### src/rtl/cache_ctrl_regs.sv
`default_nettype none
// ============================================================================
// Module      : cache_ctrl_regs
// Description : Avalon-MM control/status registers of the unified cache:
//               enable, IO address windows and maintenance command handshake.
// Revision    : 1.0 - initial release
// ============================================================================
module cache_ctrl_regs #(
  parameter int ADDR_BLOCK_NUM = 4
) (
  input  logic        clk,
  input  logic        rest,
  input  logic [31:0] s0_address,
  input  logic [3:0]  s0_byteEnable,
  input  logic        s0_read,
  output logic [31:0] s0_readData,
  input  logic        s0_write,
  input  logic [31:0] s0_writeData,
  output logic        s0_waitRequest,
  output logic        s0_readDataValid,
  input  logic [31:0] address,
  output logic        isIOAddrBlock,
  output logic        isEnableCache,
  output logic [2:0]  cmd,
  input  logic        cmd_ready
);

  localparam logic [5:0] c_IDX_CTRL = 6'd0;
  localparam logic [5:0] c_IDX_CMD  = 6'd1;

  logic                      r_ctrlEn;
  logic [ADDR_BLOCK_NUM-1:0] r_winEn;
  logic [31:0]               r_base [ADDR_BLOCK_NUM];
  logic [31:0]               r_mask [ADDR_BLOCK_NUM];
  logic [2:0]                r_cmd;
  logic [31:0]               r_readData;
  logic                      r_readDataValid;

  logic [5:0]                w_wordIdx;
  logic                      w_cmdAccess;
  logic                      w_wrAccept;
  logic                      w_rdAccept;
  logic                      w_cmdValid;
  logic [31:0]               w_rdData;
  logic [ADDR_BLOCK_NUM-1:0] w_winHit;
  logic                      w_unusedAddrBits;

  function automatic logic [31:0] f_merge(input logic [31:0] oldVal,
                                          input logic [31:0] newVal,
                                          input logic [3:0]  be);
    logic [31:0] res;
    res = oldVal;
    for (int b = 0; b < 4; b++) begin
      if (be[b]) res[8*b +: 8] = newVal[8*b +: 8];
    end
    return res;
  endfunction

  assign w_wordIdx        = s0_address[7:2];
  assign w_unusedAddrBits = ^{s0_address[31:8], s0_address[1:0]};

  // A new command may only be written once the previous one has been taken.
  assign w_cmdAccess    = s0_write && (w_wordIdx == c_IDX_CMD) && s0_byteEnable[0];
  assign s0_waitRequest = w_cmdAccess && (r_cmd != 3'd0);
  assign w_wrAccept     = s0_write && !s0_waitRequest;
  assign w_rdAccept     = s0_read && !s0_write;
  assign w_cmdValid     = (s0_writeData[2:0] == 3'd1) || (s0_writeData[2:0] == 3'd2) ||
                          (s0_writeData[2:0] == 3'd3);

  always_ff @(posedge clk or posedge rest) begin
    if (rest) begin
      r_ctrlEn <= 1'b0;
      r_winEn  <= '0;
      for (int i = 0; i < ADDR_BLOCK_NUM; i++) begin
        r_base[i] <= '0;
        r_mask[i] <= '0;
      end
    end else if (w_wrAccept) begin
      if (w_wordIdx == c_IDX_CTRL) begin
        if (s0_byteEnable[0]) r_ctrlEn <= s0_writeData[0];
        if (s0_byteEnable[1]) r_winEn  <= s0_writeData[8 +: ADDR_BLOCK_NUM];
      end
      for (int i = 0; i < ADDR_BLOCK_NUM; i++) begin
        if (w_wordIdx == 6'(4 + 2*i)) r_base[i] <= f_merge(r_base[i], s0_writeData, s0_byteEnable);
        if (w_wordIdx == 6'(5 + 2*i)) r_mask[i] <= f_merge(r_mask[i], s0_writeData, s0_byteEnable);
      end
    end
  end

  always_ff @(posedge clk or posedge rest) begin
    if (rest) begin
      r_cmd <= 3'd0;
    end else if (r_cmd != 3'd0) begin
      if (cmd_ready) r_cmd <= 3'd0;
    end else if (w_wrAccept && w_cmdAccess && w_cmdValid) begin
      r_cmd <= s0_writeData[2:0];
    end
  end

  always_comb begin
    w_rdData = '0;
    if (w_wordIdx == c_IDX_CTRL) begin
      w_rdData[0]                   = r_ctrlEn;
      w_rdData[8 +: ADDR_BLOCK_NUM] = r_winEn;
    end
    if (w_wordIdx == c_IDX_CMD) begin
      w_rdData = {(r_cmd != 3'd0), 28'd0, r_cmd};
    end
    for (int i = 0; i < ADDR_BLOCK_NUM; i++) begin
      if (w_wordIdx == 6'(4 + 2*i)) w_rdData = r_base[i];
      if (w_wordIdx == 6'(5 + 2*i)) w_rdData = r_mask[i];
    end
  end

  always_ff @(posedge clk or posedge rest) begin
    if (rest) begin
      r_readData      <= '0;
      r_readDataValid <= 1'b0;
    end else begin
      r_readDataValid <= w_rdAccept;
      if (w_rdAccept) r_readData <= w_rdData;
    end
  end

  always_comb begin
    w_winHit = '0;
    for (int i = 0; i < ADDR_BLOCK_NUM; i++) begin
      w_winHit[i] = r_winEn[i] && ((address & r_mask[i]) == (r_base[i] & r_mask[i]));
    end
  end

  assign isIOAddrBlock    = |w_winHit;
  assign isEnableCache    = r_ctrlEn;
  assign cmd              = r_cmd;
  assign s0_readData      = r_readData;
  assign s0_readDataValid = r_readDataValid;

endmodule
`default_nettype wire

### config.mk
export PLATFORM = sky130hd
export DESIGN_NAME = cache_ctrl_regs
export DESIGN_NICKNAME = d
export VERILOG_FILES = /design/src/rtl/cache_ctrl_regs.sv
export SDC_FILE = /design/constraint.sdc
export NUM_CORES = 1
export LEC_CHECK = 0
export CORE_UTILIZATION = 25
export DETAILED_ROUTE_END_ITERATION = 6
export GPL_TIMING_DRIVEN = 0
export SLEW_MARGIN = 20
export SYNTH_ARGS = -nofsm -noshare
export SYNTH_HDL_FRONTEND = slang
export SYNTH_SLANG_ARGS = --single-unit
### constraint.sdc
create_clock -name clk -period 13.55 [get_ports clk]
set_clock_uncertainty 0.1 [all_clocks]
set_input_delay 2.71 -clock clk [delete_from_list [all_inputs] [get_ports clk]]
set_output_delay 2.71 -clock clk [all_outputs]
set_load 0.02 [all_outputs]
# Yosys cells after proc, flatten, opt, wreduce, memory -nomap -nowiden
# Cells that the tools add are included.
# word_totals
register_bits	297
wordCells	130
# classes
n_reduce_logical	54
n_mux	14
n_eq_ne	17
bitwise	8
# ops
operator	n
$mux 32	9
$and 32x32->32	8
$eq 32x32->1	4
$reduce_and 3->1	34
$eq 6x3->1 const B	4
$eq 6x4->1 const B	4
$logic_and 1x1->1	11
$mux 3	3
$eq 3x2->1 const B	2
$eq 6x1->1 const B	1
$logic_not 6->1	1
$mux 4	1
$reduce_or 4->1	1
$eq 3x1->1 const B	1
$reduce_bool 3->1	1
$logic_not 1->1	2
$logic_or 1x1->1	2
$ne 2x2->1 const B	1
$reduce_and 2->1	1
$reduce_bool 2->1	1
$mux 1	1

# Logic depth before layout (Yosys ltp)
# Gate-level depths: netlist of the first run.
# depth
ltp_word	11
ltp_mapped	9

# Worst setup path after synthesis of the first run
# No wires, ideal clock.
# synth_timing
path_kind	input -> output
startpoint	input port s0_address[7]
endpoint	output port s0_waitRequest
cell_stages	4
arrival_time_ps	3948
required_ps	10740
slack_ps	6792
path_cell_list	or4_4 > nor3b_2 > nand2_1 > nor2_1
# synth_via
elab_chain_cells	4
# synth_rtl
element	line_no	rtl
start, declared	13	input logic [31:0] s0_address,
$eq 6x1->1	63	assign w_cmdAccess = s0_write && (w_wordIdx == c_IDX_CMD) && s0_byteEnable[0];
$logic_and 1x1->1 (2 in a row)	63	
$logic_and 1x1->1	64	assign s0_waitRequest = w_cmdAccess && (r_cmd != 3'd0);
end, declared	19	output logic s0_waitRequest,
# Every way passes these cells.

# Worst setup path in the final report of the first run
# layout_timing
startpoint	input port address[29]
endpoint	output port isIOAddrBlock
# layout_via
elab_chain_cells	4
# layout_rtl
element	line_no	rtl
start, declared	21	input logic [31:0] address,
$and 32x32->32	128	w_winHit[i] = r_winEn[i] && ((address & r_mask[i]) == (r_base[i] & r_mask[i]));
$eq 32x32->1	128	
$logic_and 1x1->1	128	
$reduce_or 4->1 *	132	assign isIOAddrBlock = |w_winHit;
end, declared	22	output logic isIOAddrBlock,
# Every way passes the cells marked *; elsewhere a longest branch is shown, timed or not.

==> results of run 1 <==
==> power by group through the flow <==
| stage | registers, W | logic [W] | clock network [W] |
|---|---|---|---|
| detailed placement | 0.00105 | 0.000297 | 0 |
| global placement | 0.00104 | 0.000290 | 0 |
| CTS | 0.00103 | 0.000299 | 0.000975 |
| floorplan | 0.00103 | 0.000150 | 0 |
| global route | 0.00104 | 0.000318 | 0.00101 |
| finish | 0.00103 | 0.000300 | 0.000964 |
==> worst reg2reg max path: cells and delay by family (launching register included) <==
family / cells / cell delay [ns]
compound gates: 1 / 1.03
buf+inv: 1 / 0.23
flops: 1 / 0.44
mux: 1 / 0.38
simple gates: 3 / 0.93
==> synth_stat cells (9+ instances only) <==
| cell type | n |
|---|---|
| a21oi_1 | 26 |
| a221oi_1 | 51 |
| a222oi_1 | 12 |
| a22o_1 | 13 |
| a22oi_1 | 47 |
| a31oi_1 | 10 |
| and2_1 | 9 |
| buf_2 | 17 |
| clkbuf_1 | 24 |
| dfrtp_1 | 297 |
| inv_1 | 9 |
| mux2_1 | 208 |
| mux2_2 | 50 |
| mux2i_1 | 17 |
| nand2_1 | 47 |
| nand2_8 | 21 |
| nand3_1 | 17 |
| nor2_1 | 28 |
| o21ai_0 | 76 |
| o2bb2ai_1 | 14 |
| xor2_1 | 128 |
==> worst paths after layout <==
path | startpoint | endpoint | slack, ns
max | address[29] | isIOAddrBlock | 4.93
min | s0_readData[4] | s0_readData[4] | 0.38
max reg2reg | cmd[0] | r_base[14] | 10.32
min reg2reg | s0_readData[4] | s0_readData[4] | 0.38
max in group asynchronous | rest | s0_readData[27] | 9.72
min in group asynchronous | rest | s0_readData[14] | 2.36
==> kinds of logic after synthesis <==
family,count (synthesis)
DFF,297
AOI/OAI and AO/OA,276
muxes,276
and+or+nand+nor,157
xor gates and xnor gates,128
buffers and inverters,62
==> registers in the layout, summed over array words and instances (netlist names) <==
name and flops:
s0_readData 32, isEnableCache 1, r_winEn 4, r_base 128, cmd 3, s0_readDataValid 1, r_mask 128
==> area by class of cell <==
cell class                      instances  area, um2
Buffer                                 53        298
Inverter                                9       41.3
Multi-Input combinational cell        837       7270
Sequential cell                       297       7430
Clock inverter                          7       60.1
Timing Repair Buffer                  120       1250
Clock buffer                           54       1110
Tap cell                              773        967
Fill cell                            6037      40800
==> through the flow <==
| stage | setup WS (ns) | power (W) | cell area (um2) | hold slack (ns) |
|---|---|---|---|---|
| after global placement | -1.38 | 0.00133 | 17200 | 0.375 |
| after floorplan | 2.54 | 0.00118 | 15000 | 0.365 |
| after CTS | 4.99 | 0.00231 | 18400 | 0.392 |
| final | 4.93 | 0.00230 | 18400 | 0.385 |
| after detailed placement | 4.99 | 0.00134 | 17300 | 0.380 |
| after global routing | 4.91 | 0.00237 | 18400 | 0.414 |
==> layer usage <==
metal  wire length, um  up-vias
li1                  -     4823
met4              3290        0
met3              5380      156
met5                 0        -
met2             27200      646
met1             25400     5918
==> run summary, run 1 <==
Clock Latency Late Sink - 0.52 ns
CTS tree - done
Post-DP HPWL - 44800 um
Achievable Freq - 116 MHz
Worst stage delay on the critical path - 0.64 ns
Die area - 0.0611 mm2
Port Buf Inserts - 117
Total routed wirelength - 61300 um
Worst-Margin Slew - 1.26 ns
Worst-path clk slew - 0.06 ns
Synth warn - 0
Adder-cell area share of the yosys netlist - 0%
First-pass GRT wire length - 87300 um
Most frequent cells in the layout - dfrtp_1, mux2_1, xor2_1, clkdlybuf4s50_1, o21ai_0
Peak VDD IR - 0.0661 mV
Die Y - 247 um
Vias per std cell - 5.37
Synth async-reset ratio - 100%
EDFF count, synth - 0
Switching share of power - 27.7%
Top Family by Delay on Critical Path - buffers and inverters
WL/cell - 28.5 um
Net Switching - 0.000637 W
Io pins - 144
Post-Syn Area per Cell - 12.6 um2
Clock sink total - 297
Largest family of logic cells by synthesized area - multiplexers
Flop pwr share - 45.0%
Crit path required time - 10.74 ns
Die width - 247 um
Synth Register Bits - 297
Number of remaining DRC errors - 4
CP cell instances - clkdlybuf4s50_1, xor2_1, a22o_1, a221oi_1, nand3_1, nor4_1, or4_1, clkdlybuf4s50_1
Setup TNS - 0 ns
Starting Density - 25.4%
Via count - 11500
Initial antenna violation count - 1
RSZ-0062 raised after global routing - no
Power per Cell Area - 125 mW/mm2
Setup Viol. Count Final - 0
Critical Path Slowest Stage Cell - clkdlybuf4s50_1
Synth Area in Compound Gates - 12.9%
Largest net degree at the start of global routing - 106
Antenna Cells - 0
Crit path arrival time - 5.81 ns
Gr usage total - 20.0%
Final Core Density - 31.1%
Synth area leaders - dfrtp_1, mux2_1, xor2_1
Max Cap Viol - 0
Crit path kind - primary input to output port
Logic pwr share - 13.1%
Layout Nets - 1457
Status - complete, but fails checks
Synth Area in XOR/XNOR - 7.46%
Share of total power in the clock network - 41.9%
Most common cell after layout, fill and taps aside - dfrtp_1
Pleak - 8.53 nW
Slew Limit Fails - 0
Drt pass-1 iters - 7
First DRT Iteration DRCs - 1339
Placed Cells - 2089
Crit path top cell by count - clkdlybuf4s50_1
Synth Area in Simple Gates - 7.43%
Buf/Inv on CP - 2
Layout cells sized above 1 - 12.3%
Sequential element share of the synthesized area - 49.4%
H-tree Lvls - 2
Area Growth Syn to Fin - 22.6%
Core ar. - 0.0592 mm2
Post-Syn Nets - 1301
Met1 usage - 26.6%
CTS Buf Count - 34
Clock Tree Buf Depth - 3
GRT overflow - 0
Worst Hold Class - flop to flop
CTS resizes - 0
Post-CTS Setup Repair Bufs - 0
Stages on worst setup path - 8
Mapped cell area - 0.0150 mm2
Grt peak-use layer - met2
Final non-filler cell total - 2150
ANT nets after route - 0
Worst hold stages - 2
Top cell type's share of synthesized area - 49.4%
Synth unique cells - 49
Synth Flop Type - dfrtp_1
Internal power - 0.00166 W
# rows - 89
CP Max Fanout - 4
Hold_buf cts - 0
Syn Inst Count - 1196
FF-to-FF path depth - 6
Multiplexer share of the synthesized area - 20.6%
Cell chosen for the clock root - clkbuf_16
Slew HR - 15.7%
Violated checks - design-rule violations
Min Tclk post-route - 8.62 ns
Setup crit end kind - output port
GPL Wtd Cong - 0.955
Met2 global-route usage - 30.7%
CP Launch Type - primary input
Vias in the first global route - 11700
Cell taking the most area after synthesis - dfrtp_1
Final Hold Viols - 0
GR Util met3 - 3.98%
Tcrit/Tclk final - 63.6%
Note: power is estimated with default switching activity, not from simulation.
==> run 2, diff against run 1 <==
- clock period: 13.55 -> 7.1 ns (I/O delays scaled with it)
==> run 2 against run 1 <==
Compared with the run above:
- the run still ends with design-rule violations left
- sequential power up 91%
- wire length up 0.35%
- die area unchanged
- worst hold slack worse by 0.0049 ns
- critical path depth unchanged
- register-to-register slack worse by 6.4 ns
- count of clock-buffer cells in the layout down 3
- via count about the same
- final area up 0.33%
- critical path type unchanged
- critical endpoint unchanged
==> run summary, run 2 (synthesis gave the netlist of run 1 again) <==
Post-DP HPWL - 45800 um (was 44800 um)
Min Hold Slack - 0.380 ns (was 0.385 ns)
Crit path kind - primary input to output port (unchanged)
Cell chosen for the clock root - clkbuf_16 (unchanged)
RSZ-0062 raised after global routing - no (unchanged)
CTS tree - done (unchanged)
Port Buf Inserts - 117 (unchanged)
Tcrit/Tclk final - 85.5%
Worst-path clk slew - 0.06 ns (about the same)
CTS resizes - 0 (unchanged)
Total routed wirelength - 61500 um (was 61300 um)
FF-to-FF path depth - 6 (unchanged)
Crit path required time - 5.58 ns (was 10.74 ns)
GRT overflow - 0 (unchanged)
CP Launch Type - primary input (unchanged)
Clock Latency Late Sink - 0.53 ns (was 0.52 ns)
Achievable Freq - 165 MHz
Initial antenna violation count - 2 (was 1)
Number of remaining DRC errors - 11 (was 4)
Hold_buf cts - 0 (unchanged)
Worst flop-to-flop path endpoint - r_base[13] (was r_base[14])
Hold EP - s0_readData[30] (was s0_readData[4])
Area Growth Syn to Fin - 23.0% (was 22.6%)
Vias in the first global route - 11600 (was 11700)
Setup WS pre-CTS - 1.16 ns (was 4.99 ns)
Worst hold stages - 2 (unchanged)
Setup crit end kind - output port (unchanged)
Status - complete, but fails checks (unchanged)
Clock Tree Buf Depth - 3 (unchanged)
Pleak - 8.54 nW (was 8.53 nW)
Final Power - 0.00432 W (was 0.00230 W)
Power per Cell Area - 234 mW/mm2 (was 125 mW/mm2)
Layout cells sized above 1 - 12.3% (about the same)
Vias per std cell - 5.36 (was 5.37)
Gr usage total - 20.3% (was 20.0%)
Logic pwr share - 13.6% (was 13.1%)
First-pass GRT wire length - 88300 um (was 87300 um)
CP Max Fanout - 4 (unchanged)
Violated checks - design-rule violations (unchanged)
Slew Limit Fails - 0 (unchanged)
Die width - 247 um (unchanged)
WL/cell - 28.5 um (about the same)
# rows - 89 (unchanged)
CTS Buf Count - 35 (was 34)
Layout Nets - 1466 (was 1457)
Crit path arrival time - 4.55 ns (was 5.81 ns)
First DRT Iteration DRCs - 1284 (was 1339)
ANT nets after route - 0 (unchanged)
Drt pass-1 iters - 7 (unchanged)
Io pins - 144 (unchanged)
GPL Wtd Cong - 0.965 (was 0.955)
Setup Viol. Count Final - 0 (unchanged)
Most frequent cells in the layout - dfrtp_1, mux2_1, xor2_1, clkdlybuf4s50_1, o21ai_0 (unchanged)
Die area - 0.0611 mm2 (unchanged)
Final WS setup - 1.03 ns (was 4.93 ns)
Final Instance Area - 0.0185 mm2 (was 0.0184 mm2)
Switching share of power - 28.1% (was 27.7%)
Hold_sp - s0_readData[30] (was s0_readData[4])
Final Hold Viols - 0 (unchanged)
Net Switching - 0.00121 W (was 0.000637 W)
Internal power - 0.00311 W (was 0.00166 W)
Clock sink total - 297 (unchanged)
Reg2reg start - cmd[0] (unchanged)
Flop pwr share - 45.7% (was 45.0%)
Peak VDD IR - 0.120 mV (was 0.0661 mV)
Core ar. - 0.0592 mm2 (unchanged)
Via count - 11600 (was 11500)
Max Cap Viol - 0 (unchanged)
Starting Density - 25.4% (unchanged)
Worst-Margin Slew - 1.18 ns (was 1.26 ns)
Share of total power in the clock network - 40.8% (was 41.9%)
Post-CTS Setup Repair Bufs - 0 (unchanged)
Slew HR - 21.2% (was 15.7%)
Largest net degree at the start of global routing - 34 (was 106)
Most common cell after layout, fill and taps aside - dfrtp_1 (unchanged)
H-tree Lvls - 2 (unchanged)
Placed inst area - 0.0174 mm2 (was 0.0173 mm2)
Worst Hold Class - flop to flop (unchanged)
Min Tclk post-route - 6.07 ns
Die Y - 247 um (unchanged)
FF-to-FF setup slack - 3.95 ns (was 10.32 ns)
-- run 2: changes by cell type in the layout (fill, tap and decap cells not counted) --
cell,change
clkbuf_2,-1
buf_6,+1
clkinvlp_4,+1
buf_1,+1
buf_16,-1
diode_2,+1
buf_12,+8
clkbuf_8,-7
clkbuf_1,+4
inv_8,-1
-- run 2: area by class of cell --
type,count,area (um2)
Antenna cell,1,2.50
Buffer,53,297
Clock buffer,51,1030
Clock inverter,7,60.1
Fill cell,6049,40700
Inverter,9,37.5
Multi-Input combinational cell,837,7270
Sequential cell,297,7430
Tap cell,773,967
Timing Repair Buffer,128,1400
-- run 2: how the worst max path moves through the flow --
| stage | startpoint | to | slack, ns | cells after the start |
|---|---|---|---|---|
| floorplan | rest | cmd[0] | 1.63 | 1 |
| global placement | rest | s0_readData[27] | -0.64 | 2 |
| detailed placement | address[26] | isIOAddrBlock | 1.16 | 8 |
| CTS | address[26] | isIOAddrBlock | 1.15 | 8 |
| global route | address[26] | isIOAddrBlock | 1.10 | 8 |
| finish | address[26] | isIOAddrBlock | 1.03 | 8 |
-- run 2: worst max-delay path, stage by stage --
cell	delay, ns
clkdlybuf4s50_1	0.63
xor2_1	0.24
a22o_1	0.30
a221oi_1	0.47
nand3_1	0.26
nor4_1	0.29
or4_1	0.27
clkdlybuf4s50_1	0.65
-- run 2: per-stage QoR --
stage | instances | TNS, ns | util [%]
2_1_floorplan | 1196 | 0 | -
3_3_place_gp | 2086 | -178.32 | 29.0
3_5_place_dp | 2097 | 0 | 29.4
4_1_cts | 2155 | 0 | 31.2
5_1_grt | 2155 | 0 | 31.2
6_report | 2156 | 0 | 31.2
-- run 2: power groups by stage --
stage	sequential, W	clock (W)	combinational [W]
2_1_floorplan	0.00196	0	0.000287
3_3_place_gp	0.00199	0	0.000554
3_5_place_dp	0.00200	0	0.000579
4_1_cts	0.00197	0.00178	0.000582
5_1_grt	0.00199	0.00185	0.000617
6_report	0.00197	0.00176	0.000587
-- run 2: layer usage --
| metal | share of wire (%) | track usage [%] | vias to the layer above |
|---|---|---|---|
| li1 | - | - | 4834 |
| met1 | 43 | 27.6 | 5957 |
| met2 | 44 | 30.6 | 621 |
| met3 | 8.5 | 4.28 | 136 |
| met4 | 4.9 | 9.31 | 2 |
| met5 | 0.011 | 0 | - |
==> run 3, diff against run 2 <==
- GPL_ROUTABILITY_DRIVEN: unset -> 0
==> run 3 against run 2 <==
Compared with the run above:
- the run still ends with design-rule violations left
- cell count barely moved
- final area increased by 0.39%
- critical path depth unchanged
- count of clock-buffer cells in the layout up 2
- sequential power about the same
- fmax grew 1.1%
- die area unchanged
- utilization increased by 0.12 points
- combinational power about the same
==> run summary, run 3 (synthesis gave the netlist of run 1 again) <==
Worst stage delay on the critical path - 0.64 ns (was 0.65 ns)
H-tree Lvls - 2 (unchanged)
Worst-Margin Slew - 1.26 ns (was 1.18 ns)
Die Y - 247 um (unchanged)
Crit path kind - primary input to output port (unchanged)
Most frequent cells in the layout - dfrtp_1, mux2_1, xor2_1, clkdlybuf4s50_1, o21ai_0 (unchanged)
Most common cell after layout, fill and taps aside - dfrtp_1 (unchanged)
Die area - 0.0611 mm2 (unchanged)
Min Tclk post-route - 6.00 ns (was 6.07 ns)
Number of remaining DRC errors - 5 (was 11)
Core ar. - 0.0592 mm2 (unchanged)
WL/cell - 28.5 um (about the same)
Cell chosen for the clock root - clkbuf_16 (unchanged)
Setup crit end kind - output port (unchanged)
Layout Nets - 1465 (was 1466)
Power per Cell Area - 238 mW/mm2 (was 234 mW/mm2)
Initial antenna violation count - 1 (was 2)
Final non-filler cell total - 2158 (was 2156)
Clock Tree Buf Depth - 3 (unchanged)
Clock sink total - 297 (unchanged)
Max Cap Viol - 0 (unchanged)
GRT overflow - 0 (unchanged)
# rows - 89 (unchanged)
Tcrit/Tclk final - 84.5% (was 85.5%)
Starting Density - 25.4% (unchanged)
Gr usage total - 20.2% (was 20.3%)
RSZ-0062 raised after global routing - no (unchanged)
Final Hold Viols - 0 (unchanged)
Area Growth Syn to Fin - 23.5% (was 23.0%)
Vias per std cell - 5.38 (was 5.36)
Worst Hold Class - flop to flop (unchanged)
Clock Latency Late Sink - 0.54 ns (was 0.53 ns)
First-pass GRT wire length - 88000 um (was 88300 um)
Setup Viol. Count Final - 0 (unchanged)
FF-to-FF setup slack - 4.08 ns (was 3.95 ns)
Min Hold Slack - 0.384 ns (was 0.380 ns)
Crit path top cell by count - clkdlybuf4s50_1 (unchanged)
Final Power - 0.00442 W (was 0.00432 W)
Pleak - 8.57 nW (was 8.54 nW)
Final WS setup - 1.10 ns (was 1.03 ns)
Critical Path Slowest Stage Cell - clkdlybuf4s50_1 (unchanged)
Worst-path clk slew - 0.06 ns (about the same)
Total routed wirelength - 61500 um (about the same)
Setup WS pre-CTS - 1.20 ns (was 1.16 ns)
Crit path required time - 5.58 ns (about the same)
CP Launch Type - primary input (unchanged)
FF-to-FF path depth - 6 (unchanged)
Vias in the first global route - 11700 (was 11600)
Violated checks - design-rule violations (unchanged)
First DRT Iteration DRCs - 1456 (was 1284)
CTS Buf Count - 35 (unchanged)
CTS tree - done (unchanged)
Post-DP HPWL - 44800 um (was 45800 um)
Die width - 247 um (unchanged)
Via count - 11600 (about the same)
Port Buf Inserts - 117 (unchanged)
Antenna Cells - 0 (was 1)
Post-CTS Setup Repair Bufs - 0 (unchanged)
ANT nets after route - 0 (unchanged)
Worst hold stages - 2 (unchanged)
Slew Limit Fails - 0 (unchanged)
Worst flop-to-flop path endpoint - r_base[13] (unchanged)
Crit path arrival time - 4.48 ns (was 4.55 ns)
Largest net degree at the start of global routing - 35 (was 34)
Hold_sp - s0_readData[18] (was s0_readData[30])
Hold EP - s0_readData[18] (was s0_readData[30])
Reg2reg start - cmd[0] (unchanged)
Status - complete, but fails checks (unchanged)
Achievable Freq - 167 MHz (was 165 MHz)
CP Max Fanout - 4 (unchanged)
Placed Cells - 2096 (was 2097)
CTS resizes - 0 (unchanged)
Layout cells sized above 1 - 12.6% (was 12.3%)
CP cell instances - clkdlybuf4s50_1, xor2_1, a22o_1, a221oi_1, nand3_1, nor4_1, or4_1, clkdlybuf4s50_1 (unchanged)
Io pins - 144 (unchanged)
Drt pass-1 iters - 7 (unchanged)
Hold_buf cts - 0 (unchanged)
Peak VDD IR - 0.140 mV (was 0.120 mV)
Slew HR - 15.8% (was 21.2%)
==> run 3: cell types whose count changed in the layout (fill, tap and decap cells not counted), sizes merged <==
cell and change:
buf -1, bufinv +1, clkbuf +2, clkinvlp +1, diode -1
==> run 3: layout make-up <==
type                            instances  area [um2]
Fill cell                            5994       40700
Sequential cell                       297        7430
Multi-Input combinational cell        837        7270
Timing Repair Buffer                  127        1390
Clock buffer                           53        1080
Tap cell                              773         967
Buffer                                 53         297
Clock inverter                          9        97.6
Inverter                                9        37.5
==> run 3: how the worst max path moves through the flow <==
stage	depth (start not counted)	slack [ns]	startpoint	end
floorplan	1	1.63	rest	cmd[0]
global placement	2	-0.57	rest	s0_readData[6]
detailed placement	8	1.20	address[14]	isIOAddrBlock
CTS	8	1.19	address[12]	isIOAddrBlock
global route	8	1.00	address[4]	isIOAddrBlock
finish	8	1.10	address[26]	isIOAddrBlock
==> run 3: worst max-delay path, delay by kind of cell <==
family	cells	cell delay, ns
buf+inv	2	1.25
simple gates	3	0.78
compound gates	2	0.78
xor+xnor	1	0.23
==> run 3: routing by layer <==
metal,GRT usage [%],wire (um)
met1,27.0,25400
met2,30.8,27400
met3,4.71,5770
met4,9.17,2960
met5,0,0
==> run 3: stage by stage <==
stage	utilization [%]	setup TNS, ns	area, um2
2_1_floorplan	-	0	15000
3_3_place_gp	29.0	-160.80	17200
3_5_place_dp	29.4	0	17400
4_1_cts	31.3	0	18600
5_1_grt	31.3	0	18600
6_report	31.3	0	18600
==> run 3: power by group <==
part	switching, W	internal [W]
Clock	0.000746	0.00112
Combinational	0.000341	0.000243
Sequential	0.000143	0.00183
